==> src/rtl/seg7_pkg.sv <==
// Shared types and constants for the multiplexed 7-segment display driver.
// Patterns are active-high, with bit0 = segment a and bit6 = segment g.
package seg7_pkg;

    typedef logic [6:0] seg7_t;

    localparam int SEG_A = 0;
    localparam int SEG_B = 1;
    localparam int SEG_C = 2;
    localparam int SEG_D = 3;
    localparam int SEG_E = 4;
    localparam int SEG_F = 5;
    localparam int SEG_G = 6;

    // Glyphs: 0-9, A, b, C, d, E, F
    localparam seg7_t HEX_TABLE [16] = '{
        7'h3F, 7'h06, 7'h5B, 7'h4F, 7'h66, 7'h6D, 7'h7D, 7'h07,
        7'h7F, 7'h6F, 7'h77, 7'h7C, 7'h39, 7'h5E, 7'h79, 7'h71
    };

endpackage

==> src/rtl/seg7_hex_decoder.sv <==
// Combinational nibble to active-high segment pattern.
// Output polarity is handled by the caller.
module seg7_hex_decoder
    import seg7_pkg::*;
(
    input  logic [3:0] nibble,
    output seg7_t      pattern
);

    always_comb begin
        pattern = HEX_TABLE[nibble];
    end

endmodule

==> src/rtl/seg7_scan_driver.sv <==
// Time-multiplexed hex display driver.
// Provides a double-buffered value, one dead cycle per digit slot, leading-zero blanking and registered outputs.
module seg7_scan_driver
    import seg7_pkg::*;
#(
    parameter int DIGITS           = 4,
    parameter int PRESCALE         = 50000,
    parameter bit SEG_ACTIVE_LOW   = 1'b1,
    parameter bit DIGIT_ACTIVE_LOW = 1'b1
) (
    input  logic                  clk,
    input  logic                  rst_n,
    input  logic                  load,
    input  logic [4*DIGITS-1:0]   value,
    input  logic [DIGITS-1:0]     dp_in,
    input  logic                  blank_lz,
    input  logic                  blank_all,
    output seg7_t                 segments,
    output logic                  dp,
    output logic [DIGITS-1:0]     digit_en,
    output logic                  frame_done
);

    localparam int IW = (DIGITS > 1) ? $clog2(DIGITS) : 1;
    localparam int PW = $clog2(PRESCALE);

    localparam logic [PW-1:0]     PCNT_LAST = PW'(PRESCALE - 1);
    localparam logic [IW-1:0]     IDX_LAST  = IW'(DIGITS - 1);
    localparam seg7_t             SEG_OFF   = {7{SEG_ACTIVE_LOW}};
    localparam logic              DP_OFF    = SEG_ACTIVE_LOW;
    localparam logic [DIGITS-1:0] EN_OFF    = {DIGITS{DIGIT_ACTIVE_LOW}};

    logic [PW-1:0]       pcnt;
    logic [IW-1:0]       idx;
    logic [4*DIGITS-1:0] pend_val;
    logic [DIGITS-1:0]   pend_dp;
    logic                pend_valid;
    logic [4*DIGITS-1:0] disp_val;
    logic [DIGITS-1:0]   disp_dp;
    logic                wrap_q;

    logic                slot_end;
    logic                wrap;
    logic [DIGITS-1:0]   lz_mask;
    logic                zero_above;
    logic [3:0]          sel_nibble;
    seg7_t               hex_pat;
    seg7_t               lit_pat;
    logic [DIGITS-1:0]   onehot;
    seg7_t               seg_nxt;
    logic                dp_nxt;
    logic [DIGITS-1:0]   en_nxt;

    assign slot_end = (pcnt == PCNT_LAST);
    assign wrap     = slot_end && (idx == IDX_LAST);

    always_ff @(posedge clk or negedge rst_n) begin
        if (!rst_n) begin
            pcnt <= '0;
            idx  <= '0;
        end else if (slot_end) begin
            pcnt <= '0;
            idx  <= (idx == IDX_LAST) ? '0 : idx + IW'(1);
        end else begin
            pcnt <= pcnt + PW'(1);
        end
    end

    // load is a single-cycle strobe with no backpressure; a load that lands
    // on the wrap edge wins over the commit clearing pend_valid.
    always_ff @(posedge clk or negedge rst_n) begin
        if (!rst_n) begin
            pend_val   <= '0;
            pend_dp    <= '0;
            pend_valid <= 1'b0;
            disp_val   <= '0;
            disp_dp    <= '0;
        end else begin
            if (wrap && pend_valid) begin
                disp_val <= pend_val;
                disp_dp  <= pend_dp;
            end
            if (load) begin
                pend_val   <= value;
                pend_dp    <= dp_in;
                pend_valid <= 1'b1;
            end else if (wrap) begin
                pend_valid <= 1'b0;
            end
        end
    end

    // Digit i (i >= 1) blanks when it and every more-significant nibble are zero.
    always_comb begin
        lz_mask    = '0;
        zero_above = 1'b1;
        for (int i = DIGITS - 1; i >= 1; i--) begin
            zero_above = zero_above && (disp_val[4*i +: 4] == 4'h0);
            lz_mask[i] = zero_above;
        end
    end

    assign sel_nibble = disp_val[4*idx +: 4];

    seg7_hex_decoder u_dec (
        .nibble  (sel_nibble),
        .pattern (hex_pat)
    );

    always_comb begin
        seg_nxt = SEG_OFF;
        dp_nxt  = DP_OFF;
        en_nxt  = EN_OFF;
        onehot  = DIGITS'(1) << idx;
        lit_pat = (blank_lz && lz_mask[idx]) ? 7'h00 : hex_pat;
        if (!blank_all && (pcnt != '0)) begin
            en_nxt  = DIGIT_ACTIVE_LOW ? ~onehot : onehot;
            seg_nxt = SEG_ACTIVE_LOW ? ~lit_pat : lit_pat;
            dp_nxt  = SEG_ACTIVE_LOW ? ~disp_dp[idx] : disp_dp[idx];
        end
    end

    // frame_done is delayed one extra stage so it lines up with digit 0's dead output cycle.
    always_ff @(posedge clk or negedge rst_n) begin
        if (!rst_n) begin
            segments   <= SEG_OFF;
            dp         <= DP_OFF;
            digit_en   <= EN_OFF;
            wrap_q     <= 1'b0;
            frame_done <= 1'b0;
        end else begin
            segments   <= seg_nxt;
            dp         <= dp_nxt;
            digit_en   <= en_nxt;
            wrap_q     <= wrap;
            frame_done <= wrap_q;
        end
    end

endmodule

==> config.mk <==
export PLATFORM = sky130hd
export DESIGN_NAME = seg7_scan_driver
export DESIGN_NICKNAME = d
export VERILOG_FILES = /design/src/rtl/seg7_pkg.sv /design/src/rtl/seg7_hex_decoder.sv /design/src/rtl/seg7_scan_driver.sv
export SDC_FILE = /design/constraint.sdc
export NUM_CORES = 1
export LEC_CHECK = 0
export BUFFER_PORTS_ARGS = -buffer_cell sky130_fd_sc_hd__buf_4
export CORE_MARGIN = 2
export CORE_UTILIZATION = 38
export DETAILED_ROUTE_END_ITERATION = 16
export GPL_ROUTABILITY_DRIVEN = 1
export PLACE_DENSITY_LB_ADDON = 0.25
export SYNTH_ARGS = -nofsm -noshare
export SYNTH_HDL_FRONTEND = slang
export SYNTH_HIERARCHICAL = 1
export SYNTH_SLANG_ARGS = --single-unit
==> constraint.sdc <==
create_clock -name clk -period 3.4 [get_ports clk]
set_input_delay 0.17 -clock clk [delete_from_list [all_inputs] [get_ports clk]]
set_output_delay 0.17 -clock clk [all_outputs]
set_load 0.05 [all_outputs]
==> run metrics, run 1 <==
status=completed; CTS tree=yes; CP most frequent cell=inv_1; fin crit period=2.34 ns; core area=just under 9000 µm²; critical path fanouts, max=10; Max Fclk=roughly 430 MHz; initial antenna violation count=0; total CTS buffers=9; # diodes=0; CTS clk-pin slew, worst paths=about 0.08 ns; dominant cell type by area after synthesis=dfrtp_1; Final ANT Viol Nets=0; Detailed Routing Iterations Pass 1=4; worst-margin pin slew=about 1.1 ns; synthesized net count=roughly 300; number of max-cap violations=0; Min Hold Slack=between 0.05 and 0.06 ns; Initial Util=about two fifths; top post-synthesis cells by count=61 x dfrtp_1, 43 x mux2_2, 17 x nand2_1; headroom to the max-slew limit=26.9%; # hold bufs at CTS=1; Area contributors post-synth=dfrtp_1 45%, mux2_2 14%, dfstp_2 9.2%, ha_1 4.7%, mux4_2 3.3%; Leakage=~1.7 nW; post-cts repair resize count=0; initial drt markers=96; setup TNS=0 ns; worst vdd ir=roughly 0.22 mV; RSZ-0062 raised after global routing=no; wire length on met1=roughly 2900 µm; final worst path period share=just under 70%; Yosys reg bits=73; total gr overflow=0; met3 WL=between 200 and 300 µm; met2 WL=2870 µm; Final GP Congestion=~0.84; wire length per cell=~15 µm; Row Count=34; area of the multi-input gates=between 1000 and 1500 µm²; Total Wirelength=between 6000 and 7000 µm; synth unique cells=between 40 and 50; I/O Buffers=37; Layout area overhead=15.8%; kind of end point of the critical path=flip-flop; Mapped Avg Cell Area=approximately 13 µm²; delay-heaviest family, CP=multiplexers; drc violations=0; GRT Util Overall=about 14%; max incr delay on CP=between 0.6 and 0.7 ns; EDFF count, synth=0; final setup vio count=0; share of the synthesized area in the top cell type=44.5%; YS warnings=6; first-pass GRT wire length=between 10000 and 15000 µm; root buffer cell=clkbuf_8; Nets=around 340; DIE AREA=~10000 µm²; Slowest-stage cell, CP=mux4_2; Max Used Layer=met4; Post-synth ARST share=between 90% and 100%; Final Skew=between 0.008 and 0.009 ns; worst skew pair latency=around 0.34 ns; Die Y-Extent=roughly 99 µm; H-tree depth=3; sequential cell area=1840 µm²; Final Hold Vio Count=0; Worst setup SP type=flip-flop; Min-Delay Path Class=input port to flip-flop; worst-path cell chain=mux4_2 -> inv_1 -> ha_1 -> inv_1 -> mux4_1 -> nand3_1; ys flop type=dfrtp_1; CP arrival=about 2.6 ns; worst path buffer plus inverter count=2; vias in the first global route=between 2000 and 2500; most common cell in the netlist=dfrtp_1; fraction of layout cells with a size suffix above 1=around two fifths; Post-DP HPWL=~4300 µm; Top Ports=38; largest net degree at the start of global routing=74; Slew Limit Fails=0; clk buf depth=2; pwr dens=between 400 and 500 nW/µm²; Seq/Total Area, Yosys=between 50% and 60%; # clock sinks=73; synthesized instance count=261; Setup Crit Path Kind=flip-flop to flip-flop; Post CTS Setup Buffer Count=0; Die W=just under 100 µm; Post-Syn Area=about 3400 µm²; total number of vias=about 2100; Via density=slightly above 5; Layout fillers=769; Worst Path Required=~3.7 ns
[worst register-to-register path, cell delays in order, from the launching register on]
cell,delay [ns]
dfrtp_1,0.61
mux4_2,0.63
inv_1,0.15
ha_1,0.26
inv_1,0.05
mux4_1,0.48
nand3_1,0.09
[final timing paths]
kind | slack [ns] | to | cells past startpoint | from
max | 1.06 | segments[3] | 6 | idx[0]
min in group asynchronous | 0.50 | pend_val[4] | 2 | rst_n
max reg2reg | 1.06 | segments[3] | 6 | idx[0]
min reg2reg | 0.36 | frame_done | 0 | wrap_q
max in group asynchronous | 2.33 | idx[0] | 2 | rst_n
min | 0.06 | pend_val[14] | 2 | value[14]
[cells in the final DEF (no fill, tap or decap), drive strengths merged, types with 3 or more instances in the layout]
cell,netlist,layout
mux2,44,44
xor2,5,5
dfstp,12,12
nand4,6,6
nand3,11,11
xnor2,7,7
clkbuf,5,9
inv,11,12
nor2,12,12
dfrtp,61,61
buf,7,37
nor3,6,6
a21oi,4,4
mux4,6,6
nor4,5,5
ha,13,13
clkinv,0,3
nand2,17,17
[flip-flops by register name (all words and copies together) (netlist names)]
signal / cells
disp_val: 16
pcnt: 16
pend_val: 16
segments: 7
digit_en: 4
disp_dp: 4
pend_dp: 4
idx: 2
dp: 1
frame_done: 1
pend_valid: 1
wrap_q: 1
[per-layer routing]
metal | up-vias | GRT usage, %
met2 | 41 | 21.5
met4 | 0 | 6.22
met1 | 1019 | 19.0
met3 | 6 | 3.12
met5 | - | 0
li1 | 1002 | -
[where the power goes]
group	internal (W)	switching [W]
Sequential	0.000899	0.0000136
Combinational	0.0000461	0.0000495
Clock	0.000338	0.000321
[layout make-up]
| cell class | count | area share, % |
|---|---|---|
| well taps | 108 | 3.40 |
| multi-input cells | 165 | 37.1 |
| clock buffers | 9 | 3.12 |
| inverters | 11 | 1.04 |
| clock inverters | 6 | 1.73 |
| repair buffers | 38 | 7.25 |
| flip-flops and latches | 73 | 46.4 |
[cell families after synthesis]
family                   after synthesis  share of synthesized area (%)
adder cells (fa/ha/maj)               13                           4.74
AO/OA/AOI/OAI                         14                           2.81
AND/OR/NAND/NOR                       74                           13.1
multiplexers                          52                           19.2
XOR/XNOR                              12                           3.06
buffers and inverters                 23                           3.39
flip-flops                            73                           53.7
[through the flow]
step / total power (W) / utilization, % / setup WS [ns] / instances / area, µm²
floorplan: 0.000973 / - / 1.29 / 261 / 3430
global placement: 0.00103 / 43.2 / 1.17 / 394 / 3770
detailed placement: 0.00103 / 43.2 / 1.08 / 394 / 3770
CTS: 0.00170 / 45.5 / 1.06 / 410 / 3970
global route: 0.00175 / 45.5 / 0.935 / 410 / 3970
finish: 0.00167 / 45.5 / 1.06 / 410 / 3970
(Power assumes the default switching activity.)
==> inputs of run 2 (changes only) <==
--- a/config.mk
+++ b/config.mk
@@ -5,6 +5,7 @@
 export SDC_FILE = /design/constraint.sdc
 export NUM_CORES = 1
 export LEC_CHECK = 0
+export ABC_AREA = 1
 export BUFFER_PORTS_ARGS = -buffer_cell sky130_fd_sc_hd__buf_4
 export CORE_MARGIN = 2
 export CORE_UTILIZATION = 38
==> constraint.sdc (replaced) <==
create_clock -name clk -period 2.12 [get_ports clk]
set_input_delay 0.106 -clock clk [delete_from_list [all_inputs] [get_ports clk]]
set_output_delay 0.106 -clock clk [all_outputs]
set_load 0.05 [all_outputs]
==> run 2 against run 1 <==
Final cell count rose by 61%. Flip-flop and latch count did not move. Sequential share of layout area fell by 5.6 points. Worst hold slack improved by 0.041 ns. First-iteration DRC count rose by 79%. Clock power rose by 82%. Synthesized cell count rose by 78%. Largest cell class unchanged. Die area rose by 7.0%. Register-to-register slack got worse by 0.80 ns.
==> run metrics, run 2 <==
Post-DP HPWL=5620 µm (+32%); core area=9330 µm² (+7.0%); Post-synth ARST share=100% (unchanged); share of the synthesized area in the top cell type=41.5% (-3.0 points); setup TNS=0 ns (unchanged); Die Y-Extent=102 µm (+3.4%); largest net degree at the start of global routing=42 (-43%); initial antenna violation count=0 (unchanged); RSZ-0062 raised after global routing=no; part of the power in the clock network=42.2% (+2.7 points); critical path fanouts, max=11 (+1); Layout fillers=937 (+22%); synth unique cells=26 (-45%); mux contribution to synthesized area=0% (-19 points); clk buf depth=2 (unchanged); Nets=567 (+69%); root buffer cell=clkbuf_8; commonest non-fill, non-tap cells in the layout=182 x nand2_1, 60 x dfrtp_1, 51 x nor2_1; Switching Power=0.000632 W (+65%); total number of vias=3026 (+46%); switch share=22.3% (-0.74 points); Initial Util=39.5% (+0.12 points); Util after Layout=48.5% (+3.0 points); max incr delay on CP=0.46 ns (-0.16 ns); wire length per cell=11.9 µm (-20%); Max Fclk=537 MHz (+26%); Final GP Congestion=0.887 (+5.6%); total gr overflow=0 (unchanged); DIE AREA=10500 µm² (+7.0%); CTS tree=yes; EDFF count, synth=0 (unchanged); final worst path period share=87.8% (+19 points); worst vdd ir=0.358 mV (+64%); fin crit period=1.86 ns (-0.481 ns); Post-Synth Simple-Gate Area=32.6% (+20 points); Post-Syn Area=3680 µm² (+7.3%); I/O Buffers=37 (unchanged); total CTS buffers=9 (unchanged); worst-path cell chain=inv_1 -> buf_4 -> o21ai_0 -> a21oi_1 -> a21oi_1 -> buf_4 -> inv_2 -> nand2_2 -> nand2_1 -> nand2_1 -> nand2_1 -> inv_1 -> nor2_1 -> nand2_1; kind of end point of the critical path=flip-flop; fraction of layout cells with a size suffix above 1=16.9% (-23 points); Via density=4.57 (-9.4%); Post-Synth XOR/XNOR Area=1.43% (-1.6 points); synthesized instance count=465 (+78%); H-tree depth=3 (unchanged); Layout area overhead=22.9%; headroom to the max-slew limit=40.7% (+14 points); pwr dens=628 nW/µm² (+49%); number of max-cap violations=0 (unchanged); worst-margin pin slew=0.890 ns (-0.192 ns); first-pass GRT wire length=14300 µm (+32%); final setup vio count=0 (unchanged); Final Hold Vio Count=0 (unchanged); Setup Crit Path Kind=flip-flop to flip-flop; Gate power share=6.4% (+0.7 points); status=completed; Adder-Cell Fraction of Synth Area=4.42% (-0.32 points); Area contributors post-synth=dfrtp_1 41%, nand2_1 19%, dfstp_2 8.6%, nor2_1 5.2%, ha_1 4.4%; GRT Util Overall=17.4% (+3.4 points); synthesized net count=503 (+68%); dominant cell type by area after synthesis=dfrtp_1; # clock sinks=73 (unchanged); CP most frequent cell=nand2_1; Min-Delay Path Class=input port to flip-flop; Total Wirelength=7860 µm (+29%); most common cell after layout, fill and taps aside=nand2_1; CTS clk-pin slew, worst paths=0.08 ns (about the same); Leakage=2.35 nW (+35%); Detailed Routing Iterations Pass 1=4 (unchanged); initial drt markers=172 (+79%); Worst Path Required=2.37 ns (-1.29 ns); Mapped Avg Cell Area=7.91 µm² (-40%); Slowest-stage cell, CP=dfrtp_2; Synth Area in Compound Gates=4.05% (+1.2 points); Top Ports=38 (unchanged); ys flop type=dfrtp_1; Final Skew=0.00925 ns (+0.000371 ns); most common cell in the netlist=nand2_1; Row Count=35 (+2.9%); worst skew pair latency=0.34 ns (about the same); Worst setup SP type=flip-flop; # diodes=0 (unchanged); biggest regs=disp_val: 16 flops, pcnt: 16 flops, pend_val: 16 flops; Die W=102 µm (+3.4%); drc violations=0 (unchanged); Final ANT Viol Nets=0 (unchanged); Slew Limit Fails=0 (unchanged); internal power=0.00221 W (+72%); Yosys reg bits=73 (unchanged); CP arrival=2.11 ns (-0.49 ns); Seq pwr share=51.4% (-3.3 points); YS warnings=6 (unchanged); dominant combinational cell family by area after synthesis=simple AND/OR/NAND/NOR gates; top post-synthesis cells by count=182 x nand2_1, 61 x dfrtp_1, 51 x nor2_1; vias in the first global route=3129 (+44%); Seq/Total Area, Yosys=50.1% (-3.7 points)
[run 2: cell types whose count changed in the layout (fill, tap and decap cells not counted), moves of 19 or more]
cell	delta
dlygate4sd3_1	+20
inv_1	+28
mux2_2	-43
nand2_1	+165
nand4_1	+19
nor2_1	+40
[run 2: repair_timing]
action                                  4_1_cts  5_1_grt
resized for setup                             0        2
endpoints found under the setup margin        0        3
hold buffers                                 21        0
endpoints found under the hold margin        59        0
setup buffers                                 0        0
[run 2: cell families after synthesis]
logic type	after synthesis
fa+ha+maj	13
simple gates	286
xor+xnor	6
buf+inv	59
flops	73
compound gates	28
[run 2: through the flow]
| stage | instance area (µm²) | total power, W | instances | setup WS [ns] | hold slack (ns) |
|---|---|---|---|---|---|
| global route | 4520 | 0.00297 | 662 | 0.0257 | 0.102 |
| detailed placement | 4090 | 0.00164 | 626 | 0.230 | 0.113 |
| floorplan | 3680 | 0.00155 | 465 | 0.0580 | -0.190 |
| finish | 4520 | 0.00284 | 662 | 0.259 | 0.0975 |
| CTS | 4520 | 0.00288 | 662 | 0.218 | 0.0801 |
| global placement | 4090 | 0.00164 | 626 | 0.282 | 0.108 |
[run 2: critical path, delay by kind of cell (launching register included)]
family                 cells  cell delay [ns]
AOI/OAI and AO/OA          3             0.28
DFF                        1             0.46
buffers and inverters      5             0.65
and+or+nand+nor            6             0.39
[run 2: worst paths after layout]
path / startpoint / to / slack [ns] / cells after the start
max in group asynchronous: rst_n / segments[0] / 1.12 / 3
worst min-delay path: load / pend_dp[3] / 0.1 / 3
worst min register to register: wrap_q / frame_done / 0.39 / 0
worst max register to register: idx[0] / segments[5] / 0.26 / 14
min in group asynchronous: rst_n / pcnt[12] / 0.28 / 2
worst max-delay path: idx[0] / segments[5] / 0.26 / 14
[run 2: final cells by class]
type	instances	area [µm²]	area share [%]
Clock buffer	10	138	3.04
Clock inverter	5	80.1	1.77
Inverter	43	164	3.62
Multi-Input combinational cell	333	1570	34.6
Sequential cell	73	1840	40.8
Tap cell	129	161	3.57
Timing Repair Buffer	69	571	12.6
[run 2: per-layer routing]
layer / wire (µm) / track usage [%]
met1: 3940 / 23.5
met2: 3580 / 27.8
met3: 255 / 3.56
met4: 87 / 6.26
met5: 0 / 0
[run 2: power groups by stage]
stage               Combinational, W  Sequential [W]  Clock, W
global route                0.000205         0.00146   0.00130
finish                      0.000182         0.00146   0.00120
CTS                         0.000186         0.00146   0.00124
floorplan                  0.0000452         0.00151         0
global placement            0.000152         0.00148         0
detailed placement          0.000156         0.00149         0
==> inputs of run 3 (changes only) <==
--- a/config.mk
+++ b/config.mk
@@ -11,8 +11,9 @@
 export CORE_UTILIZATION = 38
 export DETAILED_ROUTE_END_ITERATION = 16
 export GPL_ROUTABILITY_DRIVEN = 1
-export PLACE_DENSITY_LB_ADDON = 0.25
+export PLACE_DENSITY = 0.58
 export SYNTH_ARGS = -nofsm -noshare
 export SYNTH_HDL_FRONTEND = slang
 export SYNTH_HIERARCHICAL = 1
 export SYNTH_SLANG_ARGS = --single-unit
+export TNS_END_PERCENT = 100
==> run 3 against run 2 <==
Clock skew down 0.0021 ns. Die area unchanged. Largest cell class unchanged. Largest power group unchanged. Flip-flop and latch count unchanged. First-iteration DRC count up 16%. Final cell count up 0.15%.
==> run metrics, run 3 (same netlist as run 2, synthesis figures left out) <==
status=completed; worst skew pair latency=0.35 ns (about the same); Worst Hold Depth=3 (unchanged); Slew Limit Fails=0 (unchanged); reg2reg end=segments[3]; area of the multi-input gates=1570 µm² (unchanged); max incr delay on CP=0.47 ns (about the same); wire length per cell=12.2 µm (+2.6%); Hold Path Origin=load; Total Wirelength=8070 µm (+2.8%); worst-path cell chain=inv_2 -> o21ai_0 -> o22ai_1 -> inv_1 -> ha_1 -> nand2_1 -> o21ai_0 -> nand2_1 -> nand2_1 -> inv_1 -> nor2_1 -> nand2_1; Worst setup SP type=flip-flop; I/O Buffers=37 (unchanged); critical path fanouts, max=11 (unchanged); total gr overflow=0 (unchanged); vias in the first global route=3206 (+2.5%); Final ANT Viol Nets=0 (unchanged); final worst path period share=89.9% (+2.2 points); Reg2Reg Setup Slack=0.21 ns (-0.05 ns); # diodes=0 (unchanged); worst path buffer plus inverter count=3 (-2); Final Skew=0.00717 ns (-0.00208 ns); fraction of layout cells with a size suffix above 1=16.7% (-0.22 points); initial antenna violation count=0 (unchanged); Worst path depth=12 (-2); H-tree depth=3 (unchanged); Layout Cells excl Fill=663 (+0.15%); total number of vias=3078 (+1.7%); root buffer cell=clkbuf_8; CP most frequent cell=nand2_1; sequential cell area=1840 µm² (unchanged); clk buf depth=2 (unchanged); Layout fillers=977 (+4.3%); R2R cell count=12 (-2); internal power=0.00200 W (-9.5%); Final Hold Vio Count=0 (unchanged); Via density=4.64 (+1.6%); largest net degree at the start of global routing=41 (-2.4%); Final GP Congestion=0.892 (+0.54%); # clock sinks=73 (unchanged); headroom to the max-slew limit=44.4% (+3.7 points); worst hold endpoint=pend_dp[2]; Switching Power=0.000619 W (-2.0%); part of the power in the clock network=37.3% (-4.9 points); number of max-cap violations=0 (unchanged); total CTS buffers=9 (unchanged); GRT busiest layer=met2; Leakage=2.34 nW (-0.65%); CP arrival=2.16 ns (+0.05 ns); Place WS=0.227 ns (-0.00249 ns); Die W=102 µm (unchanged); Slowest-stage cell, CP=dfrtp_1; initial drt markers=199 (+16%); CTS tree=yes; Min-Delay Path Class=input port to flip-flop; Setup Crit Path Kind=flip-flop to flip-flop; first-pass GRT wire length=14600 µm (+1.7%); CTS clk-pin slew, worst paths=0.07 ns (about the same); Initial Util=39.5% (unchanged); setup TNS=0 ns (unchanged); final setup vio count=0 (unchanged); fin crit period=1.91 ns (+0.0459 ns); worst vdd ir=0.343 mV (-4.1%); Layout area overhead=21.8%; met3 Use GR=3.76% (+0.21 points); core area=9330 µm² (unchanged); GRT Util Overall=17.7% (+0.25 points); drc violations=0 (unchanged); M1 GR Usage=23.0% (-0.54 points); Seq pwr share=55.8% (+4.4 points); Reg-to-Reg Start=idx[1]; worst-margin pin slew=0.834 ns (-0.0559 ns); switch share=23.7% (+1.4 points); RSZ-0062 raised after global routing=no; biggest regs=disp_val: 16 flops, pcnt: 16 flops, pend_val: 16 flops; placed cells=627 (+0.16%); pwr dens=584 nW/µm² (-7.0%); GR Util met2=29.7% (+1.8 points); Die Y-Extent=102 µm (unchanged); kind of end point of the critical path=flip-flop; DIE AREA=10500 µm² (unchanged); final setup margin=0.214 ns (-0.0459 ns); Max Fclk=525 MHz (-2.4%); most common cell after layout, fill and taps aside=nand2_1; Detailed Routing Iterations Pass 1=4 (unchanged); Post CTS Setup Buffer Count=0 (unchanged); Gate power share=6.9% (+0.5 points); Nets=568 (+0.18%); Row Count=35 (unchanged); Post-DP HPWL=5720 µm (+1.7%); commonest non-fill, non-tap cells in the layout=182 x nand2_1, 60 x dfrtp_1, 51 x nor2_1; delay-heaviest family, CP=flip-flops; Worst Path Required=2.38 ns (about the same); Top Ports=38 (unchanged)
run 3: cell count changes in the layout (fill, tap and decap cells not counted):
cell        previous run  this run
clkbuf_1               0         1
buf_4                 48        49
inv_4                  1         0
clkbuf_8              10        11
clkinv_1               0         1
inv_2                  3         4
clkinvlp_4             2         1
bufinv_16              2         0
run 3: worst reg2reg max path, delay by kind of cell, from the launching register on:
kind            cells  cell delay, ns
buf+inv             3            0.34
simple gates        5            0.34
compound gates      3            0.38
flops               1            0.47
fa+ha+maj           1            0.30
run 3: worst max path at each step:
| stage | from | slack (ns) | end |
|---|---|---|---|
| final | idx[1] | 0.21 | segments[3] |
| after CTS | idx[1] | 0.22 | segments[3] |
| after floorplan | idx[0] | 0.06 | segments[3] |
| after detailed placement | idx[1] | 0.23 | segments[3] |
| after global placement | idx[1] | 0.28 | segments[3] |
| after global routing | idx[0] | 0.01 | segments[6] |
run 3: power groups by stage:
| stage | Combinational, W | Clock, W | Sequential, W |
|---|---|---|---|
| floorplan | 0.0000452 | 0 | 0.00151 |
| global placement | 0.000153 | 0 | 0.00148 |
| detailed placement | 0.000156 | 0 | 0.00149 |
| CTS | 0.000186 | 0.00101 | 0.00146 |
| global route | 0.000208 | 0.00107 | 0.00146 |
| finish | 0.000182 | 0.000976 | 0.00146 |
run 3: timing repair:
item,4_1_cts,5_1_grt
hold buffers,21,0
hold endpoints to repair,58,0
resized for setup,0,1
endpoints found under the setup margin,0,2
run 3: per-layer routing:
| layer | vias up | part of all wire (%) |
|---|---|---|
| met5 | - | 0 |
| li1 | 1581 | - |
| met2 | 62 | 46 |
| met1 | 1421 | 49 |
| met4 | 0 | 1.5 |
| met3 | 14 | 3.6 |
run 3: cell type report:
class                           count  share of cell area (%)
Tap cell                          129                    3.60
Sequential cell                    73                    41.1
Clock buffer                       12                    3.46
Multi-Input combinational cell    333                    34.9
Timing Repair Buffer               70                    12.9
Inverter                           43                    3.60
Clock inverter                      3                   0.363
run 3: stage by stage:
stage | total power, W | hold WS, ns | util, % | area (µm²)
final | 0.00262 | 0.0905 | 48.0 | 4480
after global routing | 0.00274 | 0.106 | 48.0 | 4480
after CTS | 0.00266 | 0.0814 | 48.0 | 4480
after detailed placement | 0.00164 | 0.119 | 43.9 | 4100
after floorplan | 0.00155 | -0.190 | - | 3680
after global placement | 0.00164 | 0.118 | 43.9 | 4100
